`src/rtl/kbd_scan_ctrl.sv`:
```
// rtl/kbd_scan_ctrl.sv - PS/2 set-2 scancode decoder: pops the receive FIFO and tracks the held key
// Optional feature macro: KBD_ASCII_EN (registered set-2 to ASCII lookup on key_ascii)
module kbd_scan_ctrl #(
  parameter int CNT_W = 8
) (
  input  logic             clk,
  input  logic             resetn,
  input  logic [7:0]       ps2_data,
  input  logic             ps2_ready,
  input  logic             ps2_overflow,
  output logic             nextdata_n,
  output logic [7:0]       key_code,
  output logic             key_ext,
  output logic             key_valid,
  output logic [7:0]       key_ascii,
  output logic [CNT_W-1:0] press_cnt,
  output logic             ovf_sticky
);

  typedef enum logic {IDLE = 1'b0, POP = 1'b1} state_t;

  state_t           state_q, state_d;
  logic [7:0]       byte_q, byte_d;
  logic             brk_q, brk_d;
  logic             ext_q, ext_d;
  logic [7:0]       key_code_q, key_code_d;
  logic             key_ext_q, key_ext_d;
  logic             key_valid_q, key_valid_d;
  logic [7:0]       key_ascii_q, key_ascii_d;
  logic [CNT_W-1:0] press_cnt_q, press_cnt_d;
  logic             ovf_q, ovf_d;

`ifdef KBD_ASCII_EN
  function automatic logic [7:0] set2_to_ascii(input logic [7:0] code);
    logic [7:0] a;
    case (code)
      8'h1C: a = 8'h41; 8'h32: a = 8'h42; 8'h21: a = 8'h43; 8'h23: a = 8'h44;
      8'h24: a = 8'h45; 8'h2B: a = 8'h46; 8'h34: a = 8'h47; 8'h33: a = 8'h48;
      8'h43: a = 8'h49; 8'h3B: a = 8'h4A; 8'h42: a = 8'h4B; 8'h4B: a = 8'h4C;
      8'h3A: a = 8'h4D; 8'h31: a = 8'h4E; 8'h44: a = 8'h4F; 8'h4D: a = 8'h50;
      8'h15: a = 8'h51; 8'h2D: a = 8'h52; 8'h1B: a = 8'h53; 8'h2C: a = 8'h54;
      8'h3C: a = 8'h55; 8'h2A: a = 8'h56; 8'h1D: a = 8'h57; 8'h22: a = 8'h58;
      8'h35: a = 8'h59; 8'h1A: a = 8'h5A;
      8'h45: a = 8'h30; 8'h16: a = 8'h31; 8'h1E: a = 8'h32; 8'h26: a = 8'h33;
      8'h25: a = 8'h34; 8'h2E: a = 8'h35; 8'h36: a = 8'h36; 8'h3D: a = 8'h37;
      8'h3E: a = 8'h38; 8'h46: a = 8'h39;
      8'h29: a = 8'h20; 8'h5A: a = 8'h0D;
      default: a = 8'h00;
    endcase
    return a;
  endfunction
`endif

  // Pop strobe is decoded combinationally; gating with resetn keeps it high while in reset
  assign nextdata_n = ~(resetn & (state_q == IDLE) & ps2_ready);

  // Next-state: fetch a byte in IDLE, interpret it in POP
  always_comb begin
    state_d     = state_q;
    byte_d      = byte_q;
    brk_d       = brk_q;
    ext_d       = ext_q;
    key_code_d  = key_code_q;
    key_ext_d   = key_ext_q;
    key_valid_d = key_valid_q;
    key_ascii_d = key_ascii_q;
    press_cnt_d = press_cnt_q;
    ovf_d       = ovf_q | ps2_overflow;
    case (state_q)
      IDLE: begin
        if (ps2_ready) begin
          byte_d  = ps2_data;
          state_d = POP;
        end
      end
      POP: begin
        state_d = IDLE;
        if (byte_q == 8'hF0) begin
          brk_d = 1'b1;
        end else if (byte_q == 8'hE0) begin
          ext_d = 1'b1;
        end else begin
          brk_d = 1'b0;
          ext_d = 1'b0;
          if (!brk_q) begin
            // A matching held key is typematic repeat and leaves everything alone
            if (!key_valid_q || byte_q != key_code_q || ext_q != key_ext_q) begin
              key_code_d  = byte_q;
              key_ext_d   = ext_q;
              key_valid_d = 1'b1;
              press_cnt_d = press_cnt_q + CNT_W'(1);
`ifdef KBD_ASCII_EN
              key_ascii_d = ext_q ? 8'h00 : set2_to_ascii(byte_q);
`else
              key_ascii_d = 8'h00;
`endif
            end
          end else if (byte_q == key_code_q && ext_q == key_ext_q) begin
            // Break of an older, rolled-over key does not release the current one
            key_valid_d = 1'b0;
          end
        end
      end
      default: state_d = IDLE;
    endcase
  end

  // State and output registers, asynchronously cleared
  always_ff @(posedge clk or negedge resetn) begin
    if (!resetn) begin
      state_q     <= IDLE;
      byte_q      <= 8'h00;
      brk_q       <= 1'b0;
      ext_q       <= 1'b0;
      key_code_q  <= 8'h00;
      key_ext_q   <= 1'b0;
      key_valid_q <= 1'b0;
      key_ascii_q <= 8'h00;
      press_cnt_q <= '0;
      ovf_q       <= 1'b0;
    end else begin
      state_q     <= state_d;
      byte_q      <= byte_d;
      brk_q       <= brk_d;
      ext_q       <= ext_d;
      key_code_q  <= key_code_d;
      key_ext_q   <= key_ext_d;
      key_valid_q <= key_valid_d;
      key_ascii_q <= key_ascii_d;
      press_cnt_q <= press_cnt_d;
      ovf_q       <= ovf_d;
    end
  end

  assign key_code   = key_code_q;
  assign key_ext    = key_ext_q;
  assign key_valid  = key_valid_q;
  assign key_ascii  = key_ascii_q;
  assign press_cnt  = press_cnt_q;
  assign ovf_sticky = ovf_q;

endmodule
```
`config.mk`:
```
export PLATFORM = sky130hd
export DESIGN_NAME = kbd_scan_ctrl
export DESIGN_NICKNAME = d
export VERILOG_FILES = /design/src/rtl/kbd_scan_ctrl.sv
export SDC_FILE = /design/constraint.sdc
export NUM_CORES = 1
export LEC_CHECK = 0
export ABC_AREA = 0
export BUFFER_PORTS_ARGS = -buffer_cell sky130_fd_sc_hd__buf_2
export CORE_MARGIN = 2
export CORE_UTILIZATION = 40
export DETAILED_ROUTE_END_ITERATION = 10
export PLACE_DENSITY = 0.63
export RECOVER_POWER = 100
export SLEW_MARGIN = 40
export SYNTH_ARGS = -nofsm -noshare
export SYNTH_HDL_FRONTEND = slang
export SYNTH_SLANG_ARGS = --single-unit
```
`constraint.sdc`:
```
create_clock -name clk -period 2.77 [get_ports clk]
set_clock_uncertainty 0.2 [all_clocks]
set_input_delay 0.554 -clock clk [delete_from_list [all_inputs] [get_ports clk]]
set_output_delay 0.554 -clock clk [all_outputs]
set_load 0.005 [all_outputs]
```
# After elaboration in Yosys (flattened, before gate mapping)
# Cells that the tools add are included.
# W data, S select, Z words.
[classes]
addsub = 1
multipliers = 0
n_div = 0
n_lt_le_gt_ge = 0
n_eq_ne = 8
shifts = 0
muxes = 8
bitwise = 8
n_reduce_logical = 10
[op_table]
columns = ["cell", "count"]
rows = [
  ["$eq A8 B8 Y1 const B", 2],
  ["$reduce_and A5 Y1", 2],
  ["$add A8 B1 Y8 const B", 1],
  ["$eq A8 B8 Y1", 1],
  ["$ne A8 B8 Y1", 1],
  ["$mux W1", 7],
  ["$reduce_and A2 Y1", 3],
  ["$not A1 Y1", 5],
  ["$and A1 B1 Y1", 2],
  ["$logic_or A1 B1 Y1", 2],
  ["$ne A2 B1 Y1 const B", 1],
  ["$ne A2 B2 Y1 const B", 1],
  ["$pmux W1 S2", 1],
  ["$reduce_bool A2 Y1", 1],
  ["$eq A1 B1 Y1", 1],
  ["$logic_and A1 B1 Y1", 1],
  ["$logic_not A1 Y1", 1],
  ["$ne A1 B1 Y1", 1],
  ["$or A1 B1 Y1", 1],
]
[totals]
regBits = 30
latchBits = 0
ramBits = 0
romBits = 0
in_bits = 12
output_inout_bits = 28
word_cells = 44
mem_count = 0

# Depth between registers and ports, before layout
# Gate-level depths: netlist (run 1).
[depth]
word_depth = 5
mapped_depth = 7

# Worst setup path after synthesis (run 1)
# OpenSTA, ideal clock, no wires.
[synth_path]
path_type = "register to register"
start = "register byte_q[5]"
end = "register key_code_q[1], in the netlist key_code[1]"
setup_time_ns = 0.125
arrival_ns = 1.638
slack_ns = 0.807
path_stages_with_launch = 8
n_path_buf = 2
period_less_slack_ns = 1.963
cell_sequence = "dfrtp_1 -> xor2_1 -> nor4_2 -> and4_1 -> buf_6 -> nor2_4 -> buf_12 -> mux2_4"
[synth_between]
elab_chain_cells = 4
word_cells_on_any_way = 8
cone_classes = "3 x eq/ne; 2 x bitwise; 3 x reduce/logical"
[synth_rtl]
columns = ["item", "line", "rtl"]
rows = [
  ["start: declaration", "23", "logic [7:0] byte_q, byte_d;"],
  ["start signal: assignment", "123", "byte_q <= byte_d;"],
  ["$ne A8 B8 Y1", "87", "if (!key_valid_q || byte_q != key_code_q || ext_q != key_ext_q) begin"],
  ["$logic_or A1 B1 Y1 (2 in a row)", "87", ""],
  ["$reduce_and A5 Y1 (no line) *", "--", ""],
  ["end signal: assignment", "126", "key_code_q <= key_code_d;"],
  ["end: declaration", "26", "logic [7:0] key_code_q, key_code_d;"],
]
# Mark *: on every way between the ends. The rest lies on a longest branch, timed or not.
# A chain may end at the register's enable or synchronous reset.

# Worst setup path in the final report (run 1)
[layout_path]
start = "register state_q"
end = "output nextdata_n"
[layout_between]
elab_chain_cells = 4
[layout_rtl]
columns = ["item", "line", "rtl"]
rows = [
  ["start: declaration", "22", "state_t state_q, state_d;"],
  ["start signal: assignment", "122", "state_q <= state_d;"],
  ["$not A1 Y1", "--", ""],
  ["$and A1 B1 Y1 (2 in a row)", "55", "assign nextdata_n = ~(resetn & (state_q == IDLE) & ps2_ready);"],
  ["$not A1 Y1", "55", ""],
  ["end: declaration", "11", "output logic nextdata_n,"],
]
# No other way between the ends.

==> impl_metrics.prom, run 1 <==
# TYPE chip_impl_metric gauge
chip_impl_info{name="cts_tree",value="built"} 1
chip_impl_metric{name="route.final.wire_length",unit="µm"} 2500
chip_impl_metric{name="data_arrival_time_of_the_worst_path",unit="ns"} 1.56
chip_impl_metric{name="placement_rows",unit=""} 21
chip_impl_metric{name="vdd_ir_drop_max",unit="µV"} 328
chip_impl_metric{name="postCtsSetupBuffers",unit=""} 0
chip_impl_metric{name="cts_buf_count",unit=""} 5
chip_impl_metric{name="synthesis_stage_register_bit_count",unit=""} 30
chip_impl_metric{name="gr-total-overflow",unit=""} 0
chip_impl_metric{name="cts.sink_count",unit=""} 30
chip_impl_metric{name="yosysWarningCount",unit=""} 0
chip_impl_metric{name="final_min_period_over_clock_period",unit="%"} 83.4
chip_impl_metric{name="routability_driven_placement_congestion_ratio",unit=""} 0.784
chip_impl_metric{name="routedWlPerCell",unit="µm"} 12.9
chip_impl_metric{name="buffer_ports.inserted",unit=""} 31
chip_impl_info{name="synth_top_cells_by_area",value="sky130_fd_sc_hd__dfrtp_1 52%, sky130_fd_sc_hd__mux2_4 9.4%, sky130_fd_sc_hd__xor2_1 9.1%"} 1
chip_impl_info{name="criticalPathCategory",value="flop to primary output"} 1
chip_impl_metric{name="leakage",unit="nW"} 0.754
chip_impl_metric{name="die-width",unit="µm"} 64.0
chip_impl_metric{name="synth.distinct_cells",unit=""} 29
chip_impl_metric{name="clkTransAtPathRegs",unit="ns"} 0.09
chip_impl_metric{name="syn_inst",unit=""} 112
chip_impl_metric{name="final_setup_violating_endpoints",unit=""} 0
chip_impl_metric{name="vias",unit=""} 915
chip_impl_info{name="cts.root.buffer_cell",value="sky130_fd_sc_hd__clkbuf_4"} 1
chip_impl_metric{name="fmax",unit="MHz"} 433
chip_impl_info{name="worst_path_dominant_cell_family",value="buffers and inverters"} 1
chip_impl_metric{name="total_power",unit="mW"} 1.30
chip_impl_metric{name="start_util",unit="%"} 42.4
chip_impl_info{name="list_of_cells_traversed_by_the_critical_path",value="nor2b_1 > clkbuf_1 > nand2_1 > buf_2"} 1
chip_impl_metric{name="hold_slack",unit="ns"} 0.211
chip_impl_metric{name="num-nets-final",unit=""} 160
chip_impl_info{name="run_status",value="finished with violations"} 1
chip_impl_metric{name="dieArea",unit="mm²"} 0.00409
chip_impl_metric{name="floorplan.die.height",unit="µm"} 64.0
chip_impl_metric{name="via_per_inst",unit=""} 4.72
chip_impl_metric{name="detailed_route_drc_error_count",unit=""} 0
chip_impl_metric{name="worstPathBufferInverterCount",unit=""} 2
chip_impl_metric{name="antenna-diode-count",unit=""} 0
chip_impl_metric{name="fillCellCount",unit=""} 338
chip_impl_metric{name="cp.required",unit="ns"} 2.02
chip_impl_metric{name="worst_margin_pin_slew",unit="ns"} 1.56
chip_impl_metric{name="relative_area_change_from_synthesis_to_final_layout",unit="%"} 11.6
chip_impl_metric{name="fraction_of_layout_instances_using_a_drive_strength_above_1",unit="%"} 29.1
chip_impl_metric{name="synth_area_per_cell",unit="µm²"} 12.8
chip_impl_info{name="worstHoldPathType",value="primary input to flop"} 1
chip_impl_metric{name="hpwl",unit="µm"} 1830
chip_impl_info{name="ys.flop_type",value="sky130_fd_sc_hd__dfrtp_1"} 1
chip_impl_metric{name="drtIter0Drc",unit=""} 40
chip_impl_metric{name="antenna_left",unit=""} 0
chip_impl_metric{name="maxSlewHeadroom",unit="%"} -3.77
chip_impl_metric{name="yosys.area.top_type_share",unit="%"} 52.2
chip_impl_info{name="grt_setup_unrepaired",value="false"} 1
chip_impl_metric{name="htree_num_levels",unit=""} 2
chip_impl_info{name="crit_path_start_kind",value="flop"} 1
chip_impl_metric{name="clock_path_buffers",unit=""} 2
chip_impl_metric{name="grt_start_max_net_pins",unit=""} 31
chip_impl_metric{name="first_global_vias",unit=""} 895
chip_impl_info{name="cp-end-kind",value="primary output"} 1
chip_impl_metric{name="totalNegativeSetupSlack",unit="ns"} 0
chip_impl_metric{name="period_needed",unit="ns"} 2.31
chip_impl_metric{name="num_io_pins",unit=""} 40
chip_impl_info{name="slowest_stage",value="sky130_fd_sc_hd__clkbuf_1"} 1
chip_impl_info{name="yosysTopAreaCell",value="sky130_fd_sc_hd__dfrtp_1"} 1
chip_impl_metric{name="firstDrtPassIters",unit=""} 4
chip_impl_metric{name="core_area",unit="mm²"} 0.00339
chip_impl_metric{name="synthesis.area",unit="mm²"} 0.00144
chip_impl_metric{name="cts_hold_repair.buffers",unit=""} 0
chip_impl_info{name="violations",value="capacitance limit, slew limit"} 1
chip_impl_metric{name="critical_path_maximum_fanout",unit=""} 11
chip_impl_metric{name="drv_slew",unit=""} 31
chip_impl_metric{name="grt_pass1_wl",unit="µm"} 4170
chip_impl_metric{name="synth_sequential_area_ratio",unit="%"} 52.2
chip_impl_metric{name="post_cts_resized",unit=""} 0
chip_impl_metric{name="clock_latency_reported_for_the_late_side_of_the_worst_skew_pair",unit="ns"} 0.33
chip_impl_metric{name="antenna_found_initial",unit=""} 0
chip_impl_metric{name="cap_violations",unit=""} 1
chip_impl_metric{name="pd_cells",unit="mW/mm²"} 810
chip_impl_metric{name="synthArstFlopShare",unit="%"} 100
chip_impl_metric{name="finalHoldViolCount",unit=""} 0
chip_impl_metric{name="track_usage",unit="%"} 13.9
chip_impl_metric{name="critical-path-max-stage-delay",unit="ns"} 0.44
chip_impl_metric{name="synth_enable_flop_cells",unit=""} 0
-- layout make-up --
type	count	area (µm²)	area share, %
flip-flops and latches	30	751	46.8
multi-input cells	74	551	34.3
repair buffers	33	155	9.67
clock buffers	8	78.8	4.91
well taps	46	57.6	3.59
inverters	3	11.3	0.702
-- cells in the final DEF, fill, tap and decap left out, drive strengths merged, types with 2 or more instances in the layout --
| master | synthesis | routed |
|---|---|---|
| conb | 1 | 8 |
| nor4 | 3 | 3 |
| xor2 | 15 | 15 |
| nor2 | 4 | 4 |
| mux2 | 17 | 17 |
| buf | 12 | 25 |
| nand3 | 3 | 3 |
| dfrtp | 30 | 30 |
| nor3 | 5 | 5 |
| a21oi | 2 | 2 |
| nand4 | 2 | 2 |
| inv | 3 | 3 |
| nand2 | 5 | 5 |
| clkbuf | 0 | 16 |
-- worst register-to-register path: cells and delay by family (launching register included) --
| kind | cells | cell delay, ns |
|---|---|---|
| xor+xnor | 1 | 0.18 |
| flops | 1 | 0.43 |
| mux | 1 | 0.37 |
| simple gates | 3 | 1.00 |
-- through the flow --
| step | setup slack, ns | cells | utilization [%] | area, µm² |
|---|---|---|---|---|
| after floorplan | 0.807 | 119 | - | 1460 |
| after global placement | 0.637 | 186 | 46.8 | 1590 |
| after detailed placement | 0.590 | 186 | 46.8 | 1590 |
| after CTS | 0.578 | 194 | 49.1 | 1660 |
| after global routing | 0.280 | 194 | 47.3 | 1600 |
| final | 0.459 | 194 | 47.3 | 1600 |
-- cells in the mapped netlist (2+ instances only) --
cell and count:
sky130_fd_sc_hd__mux2_4 9, sky130_fd_sc_hd__dfrtp_1 30, sky130_fd_sc_hd__a21oi_1 2, sky130_fd_sc_hd__buf_6 2, sky130_fd_sc_hd__xor2_1 15, sky130_fd_sc_hd__buf_4 8
sky130_fd_sc_hd__nor3_1 5, sky130_fd_sc_hd__nand2_1 5, sky130_fd_sc_hd__mux2_2 8, sky130_fd_sc_hd__nor4_1 2, sky130_fd_sc_hd__nand4_1 2, sky130_fd_sc_hd__nand3_1 3
sky130_fd_sc_hd__nor2_1 3, sky130_fd_sc_hd__inv_1 3
-- metal layers --
metal,GRT usage (%),vias to the layer above,wire length (µm)
met2,20.6,38,1130
met4,8.15,0,64
met5,0,-,0
met1,17.5,437,1120
met3,4.93,7,183
li1,-,433,-
-- path summary, 6_finish.rpt --
| kind | depth (start not counted) | end | startpoint | slack [ns] |
|---|---|---|---|---|
| setup / recovery | 4 | nextdata_n | state_q$_DFF_PN0_ | 0.46 |
| hold / removal | 2 | ovf_sticky$_DFF_PN0_ | ps2_overflow | 0.21 |
| setup reg to reg | 5 | key_code[1]$_DFFE_PN0P_ | byte_q[5]$_DFFE_PN0P_ | 0.47 |
| hold reg to reg | 1 | ovf_sticky$_DFF_PN0_ | ovf_sticky$_DFF_PN0_ | 0.27 |
| max in group asynchronous | 2 | byte_q[1]$_DFFE_PN0P_ | resetn | 0.88 |
| min in group asynchronous | 2 | press_cnt[4]$_DFFE_PN0P_ | resetn | 0.58 |
-- report_power, final --
part           total (mW)  internal (mW)  switching (mW)
Sequential          0.669          0.547           0.123
Clock               0.319          0.173           0.146
Combinational       0.312          0.166           0.146
-- cell families (layout without fill, tap and decap cells) --
| kind of cell | Yosys count | in the layout | share of synthesized area, % |
|---|---|---|---|
| flip-flops | 30 | 30 | 52.2 |
| XOR/XNOR | 16 | 16 | 9.75 |
| other | 1 | 8 | 0.261 |
| multiplexers | 17 | 17 | 15.7 |
| AND/OR/NAND/NOR | 28 | 28 | 11.2 |
| adder cells (fa/ha/maj) | 1 | 1 | 0.870 |
| buffers and inverters | 15 | 44 | 8.18 |
| AO/OA/AOI/OAI | 4 | 4 | 1.83 |
Note: power is estimated with default switching activity, not from simulation.
==> inputs of run 2 (changes only) <==
--- a/config.mk
+++ b/config.mk
@@ -10,7 +10,7 @@
 export CORE_MARGIN = 2
 export CORE_UTILIZATION = 40
 export DETAILED_ROUTE_END_ITERATION = 10
-export PLACE_DENSITY = 0.63
+export PLACE_DENSITY = 0.65
 export RECOVER_POWER = 100
 export SLEW_MARGIN = 40
 export SYNTH_ARGS = -nofsm -noshare
==> constraint.sdc (replaced) <==
create_clock -name clk -period 2.1 [get_ports clk]
set_clock_uncertainty 0.2 [all_clocks]
set_input_delay 0.42 -clock clk [delete_from_list [all_inputs] [get_ports clk]]
set_output_delay 0.42 -clock clk [all_outputs]
set_load 0.005 [all_outputs]
==> impl_metrics.prom, run 2 (synthesized netlist as in run 1, its figures left out) <==
# TYPE chip_impl_metric gauge
chip_impl_info{name="crit_path_start_kind",value="flop"} 1
chip_impl_metric{name="final_min_period_over_clock_period",unit="%"} 94.4
chip_impl_metric{name="drtIter0Drc",unit=""} 43
chip_impl_metric{name="worst_margin_pin_slew",unit="ns"} 0.760
chip_impl_metric{name="route.final.wire_length",unit="µm"} 2600
chip_impl_metric{name="finalNonFillerCells",unit=""} 196
chip_impl_metric{name="cap_violations",unit=""} 0
chip_impl_metric{name="clkTransAtPathRegs",unit="ns"} 0.09
chip_impl_metric{name="data_arrival_time_of_the_worst_path",unit="ns"} 2.00
chip_impl_metric{name="relative_area_change_from_synthesis_to_final_layout",unit="%"} 14.2
chip_impl_metric{name="core_area",unit="mm²"} 0.00339
chip_impl_metric{name="via_per_inst",unit=""} 4.70
chip_impl_metric{name="post_cts_resized",unit=""} 0
chip_impl_info{name="cts_tree",value="built"} 1
chip_impl_metric{name="stdcell_area",unit="mm²"} 0.00164
chip_impl_metric{name="cts_buf_count",unit=""} 5
chip_impl_metric{name="grt_pass1_wl",unit="µm"} 4350
chip_impl_metric{name="period_needed",unit="ns"} 1.98
chip_impl_metric{name="total_power",unit="mW"} 1.68
chip_impl_metric{name="clock_latency_reported_for_the_late_side_of_the_worst_skew_pair",unit="ns"} 0.32
chip_impl_metric{name="clock_path_buffers",unit=""} 2
chip_impl_info{name="slowest_stage",value="sky130_fd_sc_hd__dfrtp_1"} 1
chip_impl_metric{name="htree_num_levels",unit=""} 2
chip_impl_metric{name="maxSlewHeadroom",unit="%"} 49.3
chip_impl_info{name="criticalPathCategory",value="flop to flop"} 1
chip_impl_metric{name="dp.cells",unit=""} 188
chip_impl_metric{name="finalHoldViolCount",unit=""} 0
chip_impl_info{name="commonest_cells_after_routing_fill_and_taps_aside",value="30 x sky130_fd_sc_hd__dfrtp_1, 25 x sky130_fd_sc_hd__buf_2, 15 x sky130_fd_sc_hd__xor2_1"} 1
chip_impl_metric{name="critical-path-max-stage-delay",unit="ns"} 0.43
chip_impl_metric{name="dieArea",unit="mm²"} 0.00409
chip_impl_metric{name="cts.sink_count",unit=""} 30
chip_impl_metric{name="layout.core_utilization",unit="%"} 48.4
chip_impl_info{name="run_status",value="finished, final reports clean"} 1
chip_impl_metric{name="num-nets-final",unit=""} 163
chip_impl_metric{name="cp.required",unit="ns"} 2.11
chip_impl_metric{name="pd_cells",unit="mW/mm²"} 1020
chip_impl_info{name="critPathLaunch",value="byte_q[5]$_DFFE_PN0P_"} 1
chip_impl_metric{name="placement_rows",unit=""} 21
chip_impl_info{name="cts.root.buffer_cell",value="sky130_fd_sc_hd__clkbuf_4"} 1
chip_impl_metric{name="fraction_of_layout_instances_using_a_drive_strength_above_1",unit="%"} 35.3
chip_impl_metric{name="fmax",unit="MHz"} 504
chip_impl_metric{name="vias",unit=""} 921
chip_impl_metric{name="vdd_ir_drop_max",unit="µV"} 395
chip_impl_metric{name="grt_start_max_net_pins",unit=""} 31
chip_impl_metric{name="routability_driven_placement_congestion_ratio",unit=""} 0.710
chip_impl_info{name="grt_setup_unrepaired",value="true"} 1
chip_impl_metric{name="drv_slew",unit=""} 0
chip_impl_info{name="worstHoldPathType",value="primary input to flop"} 1
chip_impl_metric{name="detailed_route_drc_error_count",unit=""} 0
chip_impl_info{name="reg2reg_from",value="byte_q[5]$_DFFE_PN0P_"} 1
chip_impl_metric{name="antenna-diode-count",unit=""} 0
chip_impl_metric{name="start_util",unit="%"} 42.4
chip_impl_metric{name="dpl-instance-area",unit="mm²"} 0.00160
chip_impl_info{name="layout_commonest_cell",value="sky130_fd_sc_hd__dfrtp_1"} 1
chip_impl_metric{name="critical_path_maximum_fanout",unit=""} 11
chip_impl_metric{name="routedWlPerCell",unit="µm"} 13.3
chip_impl_metric{name="track_usage",unit="%"} 14.3
chip_impl_metric{name="antenna_found_initial",unit=""} 0
chip_impl_metric{name="gr-total-overflow",unit=""} 0
chip_impl_metric{name="floorplan.die.height",unit="µm"} 64.0
chip_impl_metric{name="num_io_pins",unit=""} 40
chip_impl_info{name="holdCritStartpoint",value="ps2_overflow"} 1
chip_impl_metric{name="final_setup_violating_endpoints",unit=""} 0
chip_impl_metric{name="first_global_vias",unit=""} 910
chip_impl_metric{name="leakage",unit="nW"} 0.787
chip_impl_metric{name="die-width",unit="µm"} 64.0
chip_impl_metric{name="firstDrtPassIters",unit=""} 3
chip_impl_metric{name="antenna_left",unit=""} 0
chip_impl_info{name="list_of_cells_traversed_by_the_critical_path",value="xor2_1 > nor4_2 > and4_1 > nor2_4 > mux2_2"} 1
chip_impl_metric{name="buffer_ports.inserted",unit=""} 31
chip_impl_metric{name="hpwl",unit="µm"} 1960
chip_impl_info{name="cp-end-kind",value="flop"} 1
[run 2: worst paths after layout]
| check | end | slack, ns | cells after the start |
|---|---|---|---|
| worst max-delay path | key_code[0]$_DFFE_PN0P_ | 0.12 | 5 |
| worst min-delay path | ovf_sticky$_DFF_PN0_ | 0.09 | 2 |
| worst max register to register | key_code[0]$_DFFE_PN0P_ | 0.12 | 5 |
| worst min register to register | press_cnt[7]$_DFFE_PN0P_ | 0.26 | 1 |
| max in group asynchronous | byte_q[3]$_DFFE_PN0P_ | 0.56 | 3 |
| min in group asynchronous | press_cnt[2]$_DFFE_PN0P_ | 0.67 | 3 |
[run 2: per-layer routing]
| layer | part of all wire (%) | track usage (%) | wire length, µm |
|---|---|---|---|
| met1 | 43 | 17.1 | 1110 |
| met2 | 48 | 22.9 | 1260 |
| met3 | 7.2 | 5.99 | 188 |
| met4 | 1.5 | 4.89 | 40 |
| met5 | 0 | 0 | 0 |
[run 2: timing repair]
| action | in CTS | in global routing |
|---|---|---|
| hold buffers | 1 | 0 |
| setup endpoints to repair | 0 | 1 |
| hold endpoints to repair | 30 | 0 |
| setup buffers | 0 | 0 |
[run 2: metrics by stage]
stage	setup WS [ns]	hold WS [ns]	setup TNS, ns
floorplan	0.137	-0.0756	0
global placement	0.114	0.244	0
detailed placement	0.0890	0.256	0
CTS	0.0735	0.0774	0
global route	-0.00183	0.0787	-0.00183
finish	0.118	0.0883	0
[run 2: area by class of cell]
type                    instances  area [µm²]
clock buffers                   7        45.0
fillers                       329        1750
inverters                       3        11.3
multi-input cells              74         596
flip-flops and latches         30         751
well taps                      46        57.6
repair buffers                 36         181
[run 2: where the power goes]
group / internal, mW / switching, mW / total (mW) / leakage [nW]
clock network: 0.126 / 0.182 / 0.308 / 0.0254
logic: 0.282 / 0.202 / 0.484 / 0.403
registers: 0.721 / 0.169 / 0.890 / 0.359
[run 2: worst max-delay path, delay by kind of cell, from the launching register on]
kind / cells / cell delay, ns
muxes: 1 / 0.38
DFF: 1 / 0.43
xor gates and xnor gates: 1 / 0.20
and+or+nand+nor: 3 / 0.66
